**config.mk**
```make
export PLATFORM = sky130hd
export DESIGN_NAME = control_unit
export DESIGN_NICKNAME = d
export VERILOG_FILES = /design/src/rtl/control_unit.sv
export SDC_FILE = /design/constraint.sdc
export NUM_CORES = 1
export LEC_CHECK = 0
export ABC_AREA = 0
export BUFFER_PORTS_ARGS = -buffer_cell sky130_fd_sc_hd__buf_2
export CELL_PAD_IN_SITES_DETAIL_PLACEMENT = 0
export CELL_PAD_IN_SITES_GLOBAL_PLACEMENT = 1
export CORE_MARGIN = 2
export CORE_UTILIZATION = 37
export CTS_BUF_LIST = sky130_fd_sc_hd__clkbuf_4
export DETAILED_ROUTE_END_ITERATION = 16
export PLACE_DENSITY_LB_ADDON = 0.1
export SLEW_MARGIN = 40
export SYNTH_ARGS = -nofsm -noshare
export SYNTH_HDL_FRONTEND = slang
export SYNTH_SLANG_ARGS = --single-unit
```
**constraint.sdc**
```tcl
create_clock -name clk -period 2.5 [get_ports clk]
set_input_delay 0.375 -clock clk [delete_from_list [all_inputs] [get_ports clk]]
set_output_delay 0.375 -clock clk [all_outputs]
set_load 0.1 [all_outputs]
```
**src/rtl/control_unit.sv**
```systemverilog
// Microcoded-style Moore control sequencer for a small 8-bit accumulator CPU.
// Walks fetch/decode/execute states and drives register strobes and bus selects.
module control_unit (
    input  logic       clk,
    input  logic       rst,
    input  logic [7:0] ir,
    input  logic [3:0] ccr_result,
    output logic       ir_load,
    output logic       mar_load,
    output logic       pc_load,
    output logic       pc_inc,
    output logic       a_load,
    output logic       b_load,
    output logic       ccr_load,
    output logic [2:0] alu_sel,
    output logic [1:0] bus1_sel,
    output logic [1:0] bus2_sel,
    output logic       write
);

    typedef enum logic [4:0] {
        S_FETCH_0   = 5'd0,  S_FETCH_1   = 5'd1,  S_FETCH_2   = 5'd2,  S_DECODE    = 5'd3,
        S_LDA_IMM_4 = 5'd4,  S_LDA_IMM_5 = 5'd5,  S_LDA_IMM_6 = 5'd6,
        S_LDA_DIR_4 = 5'd7,  S_LDA_DIR_5 = 5'd8,  S_LDA_DIR_6 = 5'd9,  S_LDA_DIR_7 = 5'd10,
        S_LDA_DIR_8 = 5'd11,
        S_STA_DIR_4 = 5'd12, S_STA_DIR_5 = 5'd13, S_STA_DIR_6 = 5'd14, S_STA_DIR_7 = 5'd15,
        S_LDB_IMM_4 = 5'd16, S_LDB_IMM_5 = 5'd17, S_LDB_IMM_6 = 5'd18,
        S_ALU_4     = 5'd19,
        S_BRA_4     = 5'd20, S_BRA_5     = 5'd21, S_BRA_6     = 5'd22,
        S_BEQ_4     = 5'd23
    } state_t;

    state_t     state;
    state_t     next_state;
    logic [2:0] alu_op;
    logic       unused_ccr;

    assign unused_ccr = &{1'b0, ccr_result[3], ccr_result[1:0]};

    function automatic logic [2:0] decode_alu(input logic [7:0] op);
        logic [2:0] sel;
        case (op)
            8'h42:   sel = 3'b000;
            8'h43:   sel = 3'b001;
            8'h44:   sel = 3'b010;
            8'h45:   sel = 3'b011;
            8'h46:   sel = 3'b100;
            8'h47:   sel = 3'b101;
            default: sel = 3'b000;
        endcase
        return sel;
    endfunction

    // State register
    always_ff @(posedge clk or posedge rst) begin
        if (rst) state <= S_FETCH_0;
        else     state <= next_state;
    end

    // ALU operation captured at decode so later ir changes cannot disturb execute
    always_ff @(posedge clk or posedge rst) begin
        if (rst)                   alu_op <= 3'b000;
        else if (state == S_DECODE) alu_op <= decode_alu(ir);
        else                       alu_op <= alu_op;
    end

    // Next-state and Moore output decode
    always_comb begin
        next_state = S_FETCH_0;
        ir_load    = 1'b0;
        mar_load   = 1'b0;
        pc_load    = 1'b0;
        pc_inc     = 1'b0;
        a_load     = 1'b0;
        b_load     = 1'b0;
        ccr_load   = 1'b0;
        alu_sel    = 3'b000;
        bus1_sel   = 2'b00;
        bus2_sel   = 2'b00;
        write      = 1'b0;
        case (state)
            S_FETCH_0:   begin bus2_sel = 2'b01; mar_load = 1'b1; next_state = S_FETCH_1; end
            S_FETCH_1:   begin pc_inc = 1'b1; next_state = S_FETCH_2; end
            S_FETCH_2:   begin bus2_sel = 2'b10; ir_load = 1'b1; next_state = S_DECODE; end
            S_DECODE: begin
                case (ir)
                    8'h86:   next_state = S_LDA_IMM_4;
                    8'h87:   next_state = S_LDA_DIR_4;
                    8'h96:   next_state = S_STA_DIR_4;
                    8'h88:   next_state = S_LDB_IMM_4;
                    8'h42, 8'h43, 8'h44, 8'h45, 8'h46, 8'h47: next_state = S_ALU_4;
                    8'h20:   next_state = S_BRA_4;
                    8'h23:   next_state = S_BEQ_4;
                    default: next_state = S_FETCH_0;
                endcase
            end
            S_LDA_IMM_4: begin bus2_sel = 2'b01; mar_load = 1'b1; next_state = S_LDA_IMM_5; end
            S_LDA_IMM_5: begin pc_inc = 1'b1; next_state = S_LDA_IMM_6; end
            S_LDA_IMM_6: begin bus2_sel = 2'b10; a_load = 1'b1; next_state = S_FETCH_0; end
            S_LDB_IMM_4: begin bus2_sel = 2'b01; mar_load = 1'b1; next_state = S_LDB_IMM_5; end
            S_LDB_IMM_5: begin pc_inc = 1'b1; next_state = S_LDB_IMM_6; end
            S_LDB_IMM_6: begin bus2_sel = 2'b10; b_load = 1'b1; next_state = S_FETCH_0; end
            S_LDA_DIR_4: begin bus2_sel = 2'b01; mar_load = 1'b1; next_state = S_LDA_DIR_5; end
            S_LDA_DIR_5: begin pc_inc = 1'b1; next_state = S_LDA_DIR_6; end
            S_LDA_DIR_6: begin bus2_sel = 2'b10; mar_load = 1'b1; next_state = S_LDA_DIR_7; end
            S_LDA_DIR_7: begin next_state = S_LDA_DIR_8; end
            S_LDA_DIR_8: begin bus2_sel = 2'b10; a_load = 1'b1; next_state = S_FETCH_0; end
            S_STA_DIR_4: begin bus2_sel = 2'b01; mar_load = 1'b1; next_state = S_STA_DIR_5; end
            S_STA_DIR_5: begin pc_inc = 1'b1; next_state = S_STA_DIR_6; end
            S_STA_DIR_6: begin bus2_sel = 2'b10; mar_load = 1'b1; next_state = S_STA_DIR_7; end
            S_STA_DIR_7: begin bus1_sel = 2'b01; write = 1'b1; next_state = S_FETCH_0; end
            S_ALU_4: begin
                bus1_sel   = 2'b10;
                alu_sel    = alu_op;
                a_load     = 1'b1;
                ccr_load   = 1'b1;
                next_state = S_FETCH_0;
            end
            S_BRA_4:     begin bus2_sel = 2'b01; mar_load = 1'b1; next_state = S_BRA_5; end
            S_BRA_5:     begin next_state = S_BRA_6; end
            S_BRA_6:     begin bus2_sel = 2'b10; pc_load = 1'b1; next_state = S_FETCH_0; end
            // Branch not taken skips the operand byte in place
            S_BEQ_4: begin
                if (ccr_result[2]) begin
                    next_state = S_BRA_4;
                end else begin
                    pc_inc     = 1'b1;
                    next_state = S_FETCH_0;
                end
            end
            default:     next_state = S_FETCH_0;
        endcase
    end

endmodule

```
==> flow_summary_export.csv, run 1 <==
group,metric,value,unit
global_route,gr-total-overflow,0,
pwr,pwr-share-clk,9.6,%
pwr,power.internal,361,uW
sta,skew,1.25,ps
place,dpl_cell_area,905,um2
cts,cts_buffer_depth,2,
floorplan,start_util,38.6,%
place,dp.final_hpwl,1350,um
route,drt_iter0_drc,17,
sta,worst-slew-pin-transition,476,ps
pwr,pwr-share-comb,67.7,%
pwr,ir_worst_vdd,0.949,mV
sta,period_share,93.8,%
layout,final_area,930,um2
critical_path,slowest_stage,"dfrtp_1",
layout,areaGrowthSynthToFinish,25.3,%
synth,ys_seq_area_share,27.0,%
layout,final_nets,136,
sta,hold_viol_final,0,
synth,syn_area,742,um2
cts,clock-sinks,8,
floorplan,fp-row-count,16,
sta,setup_viol,0,
route,ant_nets,0,
synth,synthCells,100,
pwr,power.density,1090,nW/um2
global_route,grt_pass1_vias,692,
critical_path,worstSetupEndpointType,"output pin",
critical_path,arrival,1970,ps
critical_path,worstPathMaxFanout,16,
cts,clkTransAtPathRegs,50,ps
layout,num_antenna_cells,0,
synth,synth_edf_count,0,
critical_path,r2r_end,"alu_op[1]$_DFFE_PP0P_",
cts,clk_latency,250,ps
pwr,power.total,1010,uW
synth,ys_types,39,
global_route,track_usage,16.8,%
sta,layout_min_cycle_time,2350,ps
global_route,grt_first_pass_wirelength,3170,um
sta,drv_slew,0,
pwr,seqPwrFrac,22.7,%
critical_path,r2r_slack,530,ps
global_route,grt_max_degree,17,
floorplan,die_w,48.8,um
critical_path,cp_top_family,"simple AND/OR/NAND/NOR gates",
critical_path,path_buf_inv,1,
route,dr_total_vias,815,
place,pre_cts_ws,390,ps
cts,htree_levels,1,
synth,avgSynthCellArea,7.42,um2
critical_path,start_kind,"flop",
cts,cts_tree,"built",
min_path,hold_path_class,"in2async",
synth,synth_nets,114,
critical_path,crit_path_max_incr_delay,630,ps
sta,slew_headroom,68.2,%
route,drcViolationCount,0,
pwr,p_leak,0.000429,uW
place,port_buffers,25,
cts,cts_made_buffers,3,
route,wl_per_cell,12.1,um
synth,synth_seq_cells,8,
sta,fmax,426,MHz
floorplan,io_pins,29,
job,cap_violations,0,
critical_path,crit_type,"reg2out",
critical_path,r2r_cells,3,
synth,ys.flop_type,"dfrtp_1",
pwr,p_sw,650,uW
global_route,grt_antenna_before_repair,0,
floorplan,die_h,48.8,um
critical_path,path_cells,"nand2_1, nor2_4, and2_2, buf_2",
floorplan,design.core.area,1920,um2
cts,ctsHoldBuffers,0,
route,firstDrtPassIters,4,
layout,drive_gt1_share,33.3,%
status,outcome,"finished, final reports clean",
synth,yosysWarnings,0,
pwr,switching_share,64.3,%
route,drt-total-wl,1780,um
floorplan,die_area,2380,um2
cts,postCtsSetupRepairBufs,0,
critical_path,r2r-start,"state[0]$_DFF_PP0_",
place,gp_congestion,0.783,
critical_path,required,2120,ps
synth,async_flop_share,100,%
route,via_per_inst,5.54,
sta,fin_ws,154,ps
sta,rsz0062_at_grt,"no",
cts,root_buffer,"clkbuf_4",
power groups by stage:
stage | clock, uW | combinational [uW] | sequential [uW]
global route | 111 | 729 | 241
detailed placement | 0 | 679 | 232
finish | 97.4 | 684 | 230
CTS | 102 | 682 | 230
floorplan | 0 | 634 | 174
global placement | 0 | 678 | 231
how the worst max path moves through the flow:
| stage | from | endpoint | cells after the start |
|---|---|---|---|
| floorplan | state[4]$_DFF_PP0_ | pc_inc | 3 |
| global placement | state[3]$_DFF_PP0_ | mar_load | 5 |
| detailed placement | state[3]$_DFF_PP0_ | mar_load | 5 |
| CTS | state[3]$_DFF_PP0_ | mar_load | 5 |
| global route | state[0]$_DFF_PP0_ | alu_sel[2] | 4 |
| finish | state[0]$_DFF_PP0_ | alu_sel[0] | 4 |
Yosys cell counts (2+ instances only):
cell	count	area, um2
nor4_1	2	12.5
a21oi_1	6	30.0
nand2_1	8	30.0
and3_1	2	12.5
nor2_1	10	37.5
and2_1	3	18.8
nand3b_1	2	15.0
buf_4	2	15.0
dfrtp_1	8	200
o21ai_0	5	25.0
clkbuf_1	6	22.5
nand2b_1	6	37.5
nor4b_1	2	17.5
inv_1	6	22.5
or3_1	2	12.5
nand3_1	2	10.0
o31ai_1	4	30.0
o22ai_1	3	18.8
cells by family (layout without fill, tap and decap cells):
logic type	count (synthesis)	in the layout	share of synthesized area [%]
flip-flops	8	8	27.0
AND/OR/NAND/NOR	49	49	38.3
buffers and inverters	14	34	8.09
multiplexers	1	1	1.35
AO/OA/AOI/OAI	27	27	24.1
XOR/XNOR	1	1	1.18
placed cells by master, fill, tap and decap left out, types with 2 or more instances in the layout:
cell type and count:
and2_2 3, nand3_1 2, a21oi_1 6, o31ai_1 3, buf_2 24, and3_1 2, nand2_1 8, dfrtp_1 8
nor2_1 9, nand2b_1 6, nand3b_1 2, clkbuf_4 4, inv_1 6, nor4b_1 2, or3_1 2, o22ai_1 2
o21ai_0 5
per-stage QoR:
stage                     util (%)  cells  hold slack [ps]  TNS [ps]
after floorplan                  -    100              191     -1370
after global placement        47.1    144              323         0
after detailed placement      47.1    144              324         0
after CTS                     48.2    147             49.6         0
after global routing          48.4    147             65.5         0
final                         48.4    147             48.4         0
final cells by class:
cell class / instances / area [um2]
tap: 27 / 33.8
multi-input combinational: 78 / 523
inverter: 6 / 22.5
timing repair buffer: 25 / 128
clock buffer: 3 / 22.5
fill: 203 / 992
sequential: 8 / 200
flip-flops by register name (all words and copies together) (netlist names):
register,count
state,5
alu_op,3
routing by layer:
layer  part of all wire (%)  global-route usage (%)  wire length, um  vias up
met3                    4.3                    3.99               77        5
met2                     41                    23.3              732       21
met4                    1.3                    5.71               23        0
li1                       -                       -                -      410
met1                     53                    25.3              945      379
met5                      0                       0                0        -
timing repair:
item	in CTS	in global routing
endpoints found under the hold margin	0	0
gates resized for setup	0	1
endpoints found under the setup margin	0	1
Note: power is estimated with default switching activity, not from simulation.
==> run 2, diff against run 1 <==
- GPL_TIMING_DRIVEN: unset -> 0
- SKIP_CTS_REPAIR_TIMING: unset -> 1
==> run 2 against run 1 <==
Worst setup slack improved by 16 ps; core utilization rose by 2.1 points; highest routed layer unchanged; hold slack got worse by 5.5 ps; clock power rose by 7%; flip-flop and latch count did not move; final area rose by 4.4%; via count rose by 2.3%; routed wire length rose by 8.2%; sequential power fell by 22%; critical path depth rose by 2; maximum frequency rose by 0.69%; die area did not move.
==> flow_summary_export.csv, run 2 (synthesis gave the netlist of run 1 again) <==
group,metric,value,unit
status,outcome,"finished, final reports clean",
critical_path,r2r_slack,750,ps
cts,htree_levels,1,
critical_path,path_cells,"clkbuf_1, nand2b_1, nor2_1, a21oi_1, o22ai_2, clkbuf_4",
layout,mostFrequentLayoutCells,"buf_2, nor2_1, nand2_1, dfrtp_1",
layout,fin_cells,155,
cts,cts_tree,"built",
critical_path,r2r-start,"state[0]$_DFF_PP0_",
critical_path,worstSetupEndpointType,"output pin",
layout,reg_top3,"state (5), alu_op (3)",
global_route,grt_pass1_vias,712,
critical_path,start_kind,"flop",
sta,worst-slew-pin-transition,495,ps
critical_path,crit_type,"reg2out",
global_route,track_usage,17.6,%
layout,areaGrowthSynthToFinish,30.9,%
sta,rsz0062_at_grt,"no",
route,drcViolationCount,0,
layout,drive_gt1_share,33.6,%
floorplan,die_h,48.8,um
sta,fin_ws,170,ps
critical_path,worstPathMaxFanout,10,
layout,final_nets,144,
pwr,ir_worst_vdd,0.656,mV
route,dr_total_vias,834,
place,pre_cts_ws,362,ps
cts,clkTransAtPathRegs,60,ps
sta,fmax,429,MHz
sta,setup_viol,0,
place,port_buffers,25,
critical_path,r2r_end,"state[1]$_DFF_PP0_",
cts,clk_latency,260,ps
pwr,power.density,1080,nW/um2
min_path,hold_path_class,"in2async",
place,gp_congestion,0.805,
cts,clock-sinks,8,
critical_path,required,2120,ps
pwr,p_leak,0.000451,uW
layout,final_common_cell,"buf_2",
route,wl_per_cell,12.4,um
critical_path,arrival,1950,ps
sta,period_share,93.2,%
sta,hold_viol_final,0,
floorplan,io_pins,29,
cts,cts_buffer_depth,2,
floorplan,fp-row-count,16,
layout,largest_reg_flops,5,
critical_path,crit_path_max_incr_delay,390,ps
floorplan,design.core.area,1920,um2
route,firstDrtPassIters,4,
global_route,grt_first_pass_wirelength,3300,um
layout,num_antenna_cells,0,
critical_path,path_buf_inv,2,
sta,drv_slew,0,
sta,slew_headroom,67.2,%
sta,skew,3.30,ps
global_route,grt_max_degree,11,
cts,cts_made_buffers,3,
global_route,gr-total-overflow,0,
floorplan,die_w,48.8,um
cts,root_buffer,"clkbuf_4",
route,via_per_inst,5.38,
job,cap_violations,0,
sta,layout_min_cycle_time,2330,ps
layout,regMostFlops,"state",
route,drt-total-wl,1930,um
critical_path,r2r_cells,5,
place,placedCellCount,152,
floorplan,die_area,2380,um2
route,ant_nets,0,
layout,fillers,212,
critical_path,slowest_stage,"dfrtp_1",
global_route,grt_antenna_before_repair,0,
route,drt_iter0_drc,16,
critical_path,cp_top_family,"buffers and inverters",
sta,timing.hold.ws,42.9,ps
floorplan,start_util,38.6,%
place,dp.final_hpwl,1500,um
run 2: final cells by class:
class,count,area [um2],area share [%]
multi-input combinational,78,523,53.9
sequential,8,200,20.6
timing repair buffer,25,130,13.4
buffer,8,38.8,3.99
tap,27,33.8,3.48
clock buffer,3,22.5,2.32
inverter,6,22.5,2.32
run 2: how the worst max path moves through the flow:
| stage | slack [ps] | startpoint | endpoint | cells after the start |
|---|---|---|---|---|
| after floorplan | -400 | state[4]$_DFF_PP0_ | pc_inc | 3 |
| after global placement | 380 | state[4]$_DFF_PP0_ | mar_load | 6 |
| after detailed placement | 360 | state[2]$_DFF_PP0_ | pc_inc | 6 |
| after CTS | 90 | state[2]$_DFF_PP0_ | pc_inc | 6 |
| after global routing | 8 | state[4]$_DFF_PP0_ | mar_load | 6 |
| final | 170 | state[4]$_DFF_PP0_ | mar_load | 6 |
run 2: per-stage QoR:
stage / TNS (ps) / util (%) / power [uW] / instance area [um2]
6_report: 0 / 50.5 / 1050 / 971
5_1_grt: 0 / 50.5 / 1100 / 971
4_1_cts: 0 / 50.2 / 1040 / 965
3_5_place_dp: 0 / 49.0 / 933 / 942
3_3_place_gp: 0 / 49.0 / 927 / 942
2_1_floorplan: -1370 / - / 808 / 783
run 2: power by group:
part           total (uW)  internal (uW)  leakage, uW  switching (uW)
Sequential            180            153     0.000107            26.6
Combinational         762            169     0.000329             592
Clock                 104           55.3    0.0000138            49.2
run 2: metal layers:
metal  track usage (%)  vias up  share of wire (%)  wire length [um]
met5                 0        -                  0                 0
met4              8.57        0                2.0                38
met3              2.76        4                4.0                78
met2              26.0       25                 44               853
met1              24.9      377                 50               956
li1                  -      428                  -                 -
==> run 3, diff against run 2 <==
- ABC_AREA: 0 -> 1
- CORE_UTILIZATION: 37 -> 36
- PLACE_DENSITY: unset -> 0.95
- PLACE_DENSITY_LB_ADDON: 0.1 -> unset
==> run 3 against run 2 <==
Critical path depth unchanged; clock-buffer cell count unchanged; hold slack better by 22 ps; flip-flop and latch count stayed put; largest cell class unchanged; final area grew 6.7%; worst setup slack better by 71 ps; die area rose by 11%; highest routed layer unchanged; synthesized cell count increased by 40%; global-route usage down 1.3 points.
==> flow_summary_export.csv, run 3 <==
group,metric,value,unit
status,outcome,"finished, final reports clean",
sta,period_share,90.3,%
global_route,track_usage,16.2,%
layout,final_common_cell,"nand2_1",
synth,synth_area_leaders,"dfrtp_1, nand2_1, nor2_1",
sta,layout_min_cycle_time,2260,ps
synth,yosysTopAreaCell,"dfrtp_1",
pwr,ir_worst_vdd,0.980,mV
pwr,pwr-share-clk,9.1,%
layout,multi_input_area,532,um2
place,dp.final_hpwl,1690,um
route,dr_total_vias,915,
route,drt-total-wl,1950,um
synth,synthCells,140,
critical_path,cp_top_family,"simple AND/OR/NAND/NOR gates",
critical_path,r2r-start,"state[2]$_DFF_PP0_",
floorplan,fp-row-count,17,
floorplan,die_h,51.5,um
synth,synth_top_cell_area_share,24.7,%
cts,clk_latency,240,ps
pwr,p_leak,0.000582,uW
synth,synth_seq_cells,8,
sta,timing.hold.ws,64.5,ps
layout,num_antenna_cells,0,
route,firstDrtPassIters,4,
critical_path,crit_start,"state[3]$_DFF_PP0_",
critical_path,worstSetupEndpointType,"output pin",
synth,yosysWarnings,0,
synth,syn_area,812,um2
cts,cts_tree,"built",
synth,synth_edf_count,0,
route,drt_iter0_drc,11,
sta,slew_headroom,67.8,%
critical_path,crit_top_cell,"nor2_2",
pwr,pwr-share-comb,72.7,%
critical_path,required,2120,ps
critical_path,arrival,1880,ps
floorplan,design.core.area,2170,um2
place,port_buffers,25,
global_route,use_met2,28.8,%
cts,clkTransAtPathRegs,50,ps
synth,ys.flop_type,"dfrtp_1",
critical_path,crit_path_max_incr_delay,470,ps
layout,fin_cells,196,
layout,drive_gt1_share,30.4,%
sta,skew,0.402,ps
place,gp_congestion,0.864,
pwr,seqPwrFrac,18.2,%
cts,cts_buffer_depth,2,
route,ant_nets,0,
pwr,power.density,995,nW/um2
route,wl_per_cell,9.94,um
sta,hold_viol_final,0,
cts,root_buffer,"clkbuf_4",
pwr,p_sw,678,uW
min_path,hold_path_class,"in2async",
sta,fmax,443,MHz
global_route,grt_util_met3,1.72,%
critical_path,r2r_end,"state[1]$_DFF_PP0_",
global_route,grt_util_met1,18.8,%
layout,reg_top3,"state (5), alu_op (3)",
layout,final_nets,184,
sta,drv_slew,0,
floorplan,die_area,2650,um2
critical_path,path_buf_inv,1,
synth,ys_seq_area_share,24.7,%
critical_path,start_kind,"flop",
critical_path,r2r_slack,1130,ps
layout,mostFrequentLayoutCells,"nand2_1, buf_2, nor2_1",
critical_path,crit_type,"reg2out",
floorplan,io_pins,29,
route,drcViolationCount,0,
synth,async_flop_share,100,%
layout,final_area,1040,um2
synth,avgSynthCellArea,5.80,um2
synth,yosysMostFrequentCell,"nand2_1",
job,cap_violations,0,
synth,ys_types,24,
cts,clock-sinks,8,
pwr,power.total,1030,uW
sta,rsz0062_at_grt,"no",
global_route,grt_first_pass_wirelength,3250,um
global_route,grt_max_degree,9,
critical_path,r2r_cells,7,
critical_path,worstPathMaxFanout,7,
layout,regMostFlops,"state",
sta,worst-slew-pin-transition,486,ps
cts,htree_levels,1,
layout,areaGrowthSynthToFinish,27.6,%
synth,synth_nets,154,
layout,fillers,248,
global_route,top_usage_layer,"met2",
place,placedCellCount,193,
floorplan,start_util,37.4,%
cts,cts_made_buffers,3,
route,via_per_inst,4.67,
global_route,gr-total-overflow,0,
layout,largest_reg_flops,5,
place,dpl_cell_area,1010,um2
global_route,grt_antenna_before_repair,0,
pwr,power.internal,353,uW
critical_path,slowest_stage,"buf_2",
floorplan,die_w,51.5,um
critical_path,path_cells,"nor2_2, nand2_1, nor2_1, nor2_2, o311ai_2, buf_2",
synth,yosys-top-cells-count,"nand2_1, nor2_1, inv_1",
pwr,switching_share,65.8,%
layout,regArea,200,um2
global_route,grt_pass1_vias,798,
sta,setup_viol,0,
run 3: cell types whose count changed after synthesis, moves of 6 or more:
cell / change
inv_1: +14
nor2_1: +15
nand3_1: +12
nand2b_1: -6
nand2_1: +30
clkbuf_1: -6
run 3: worst reg2reg max path: cells and delay by family (launching register included):
| family | cells | cell delay (ps) |
|---|---|---|
| DFF | 1 | 480 |
| and+or+nand+nor | 7 | 780 |
run 3: layout make-up:
cell class / instances / area share, %
plain buffers: 3 / 2.54
clock buffers: 3 / 2.17
inverters: 25 / 9.18
multi-input cells: 104 / 51.3
flip-flops and latches: 8 / 19.3
well taps: 28 / 3.38
repair buffers: 25 / 12.1
run 3: power groups by stage:
stage               Clock, uW  Sequential [uW]  Combinational [uW]
finish                   94.2              187                 749
global route              107              191                 797
CTS                      99.1              186                 750
detailed placement          0              188                 749
global placement            0              189                 741
floorplan                   0              182                 647
run 3: per-stage QoR:
stage               setup WS [ps]  TNS, ps  utilization, %
finish                        242        0            47.8
global route                  125        0            47.8
CTS                           229        0            47.8
detailed placement            513        0            46.7
global placement              522        0            46.7
floorplan                    -541    -1160               -
run 3: per-layer routing:
metal	routed length (um)	share of wire, %
met3	89	4.6
met1	839	43
met5	0	0
met2	992	51
met4	27	1.4
run 3: worst max-delay path by stage:
stage                      end  slack (ps)  depth (start not counted)
detailed placement      pc_inc         510                          6
global route            pc_inc         120                          6
finish                  pc_inc         240                          6
floorplan           alu_sel[1]        -540                          5
global placement      mar_load         520                          5
CTS                     pc_inc         230                          6
run 3: kinds of logic after synthesis:
group,synth area share (%)
flops,24.7
compound gates,10.0
buf+inv,14.9
simple gates,50.4
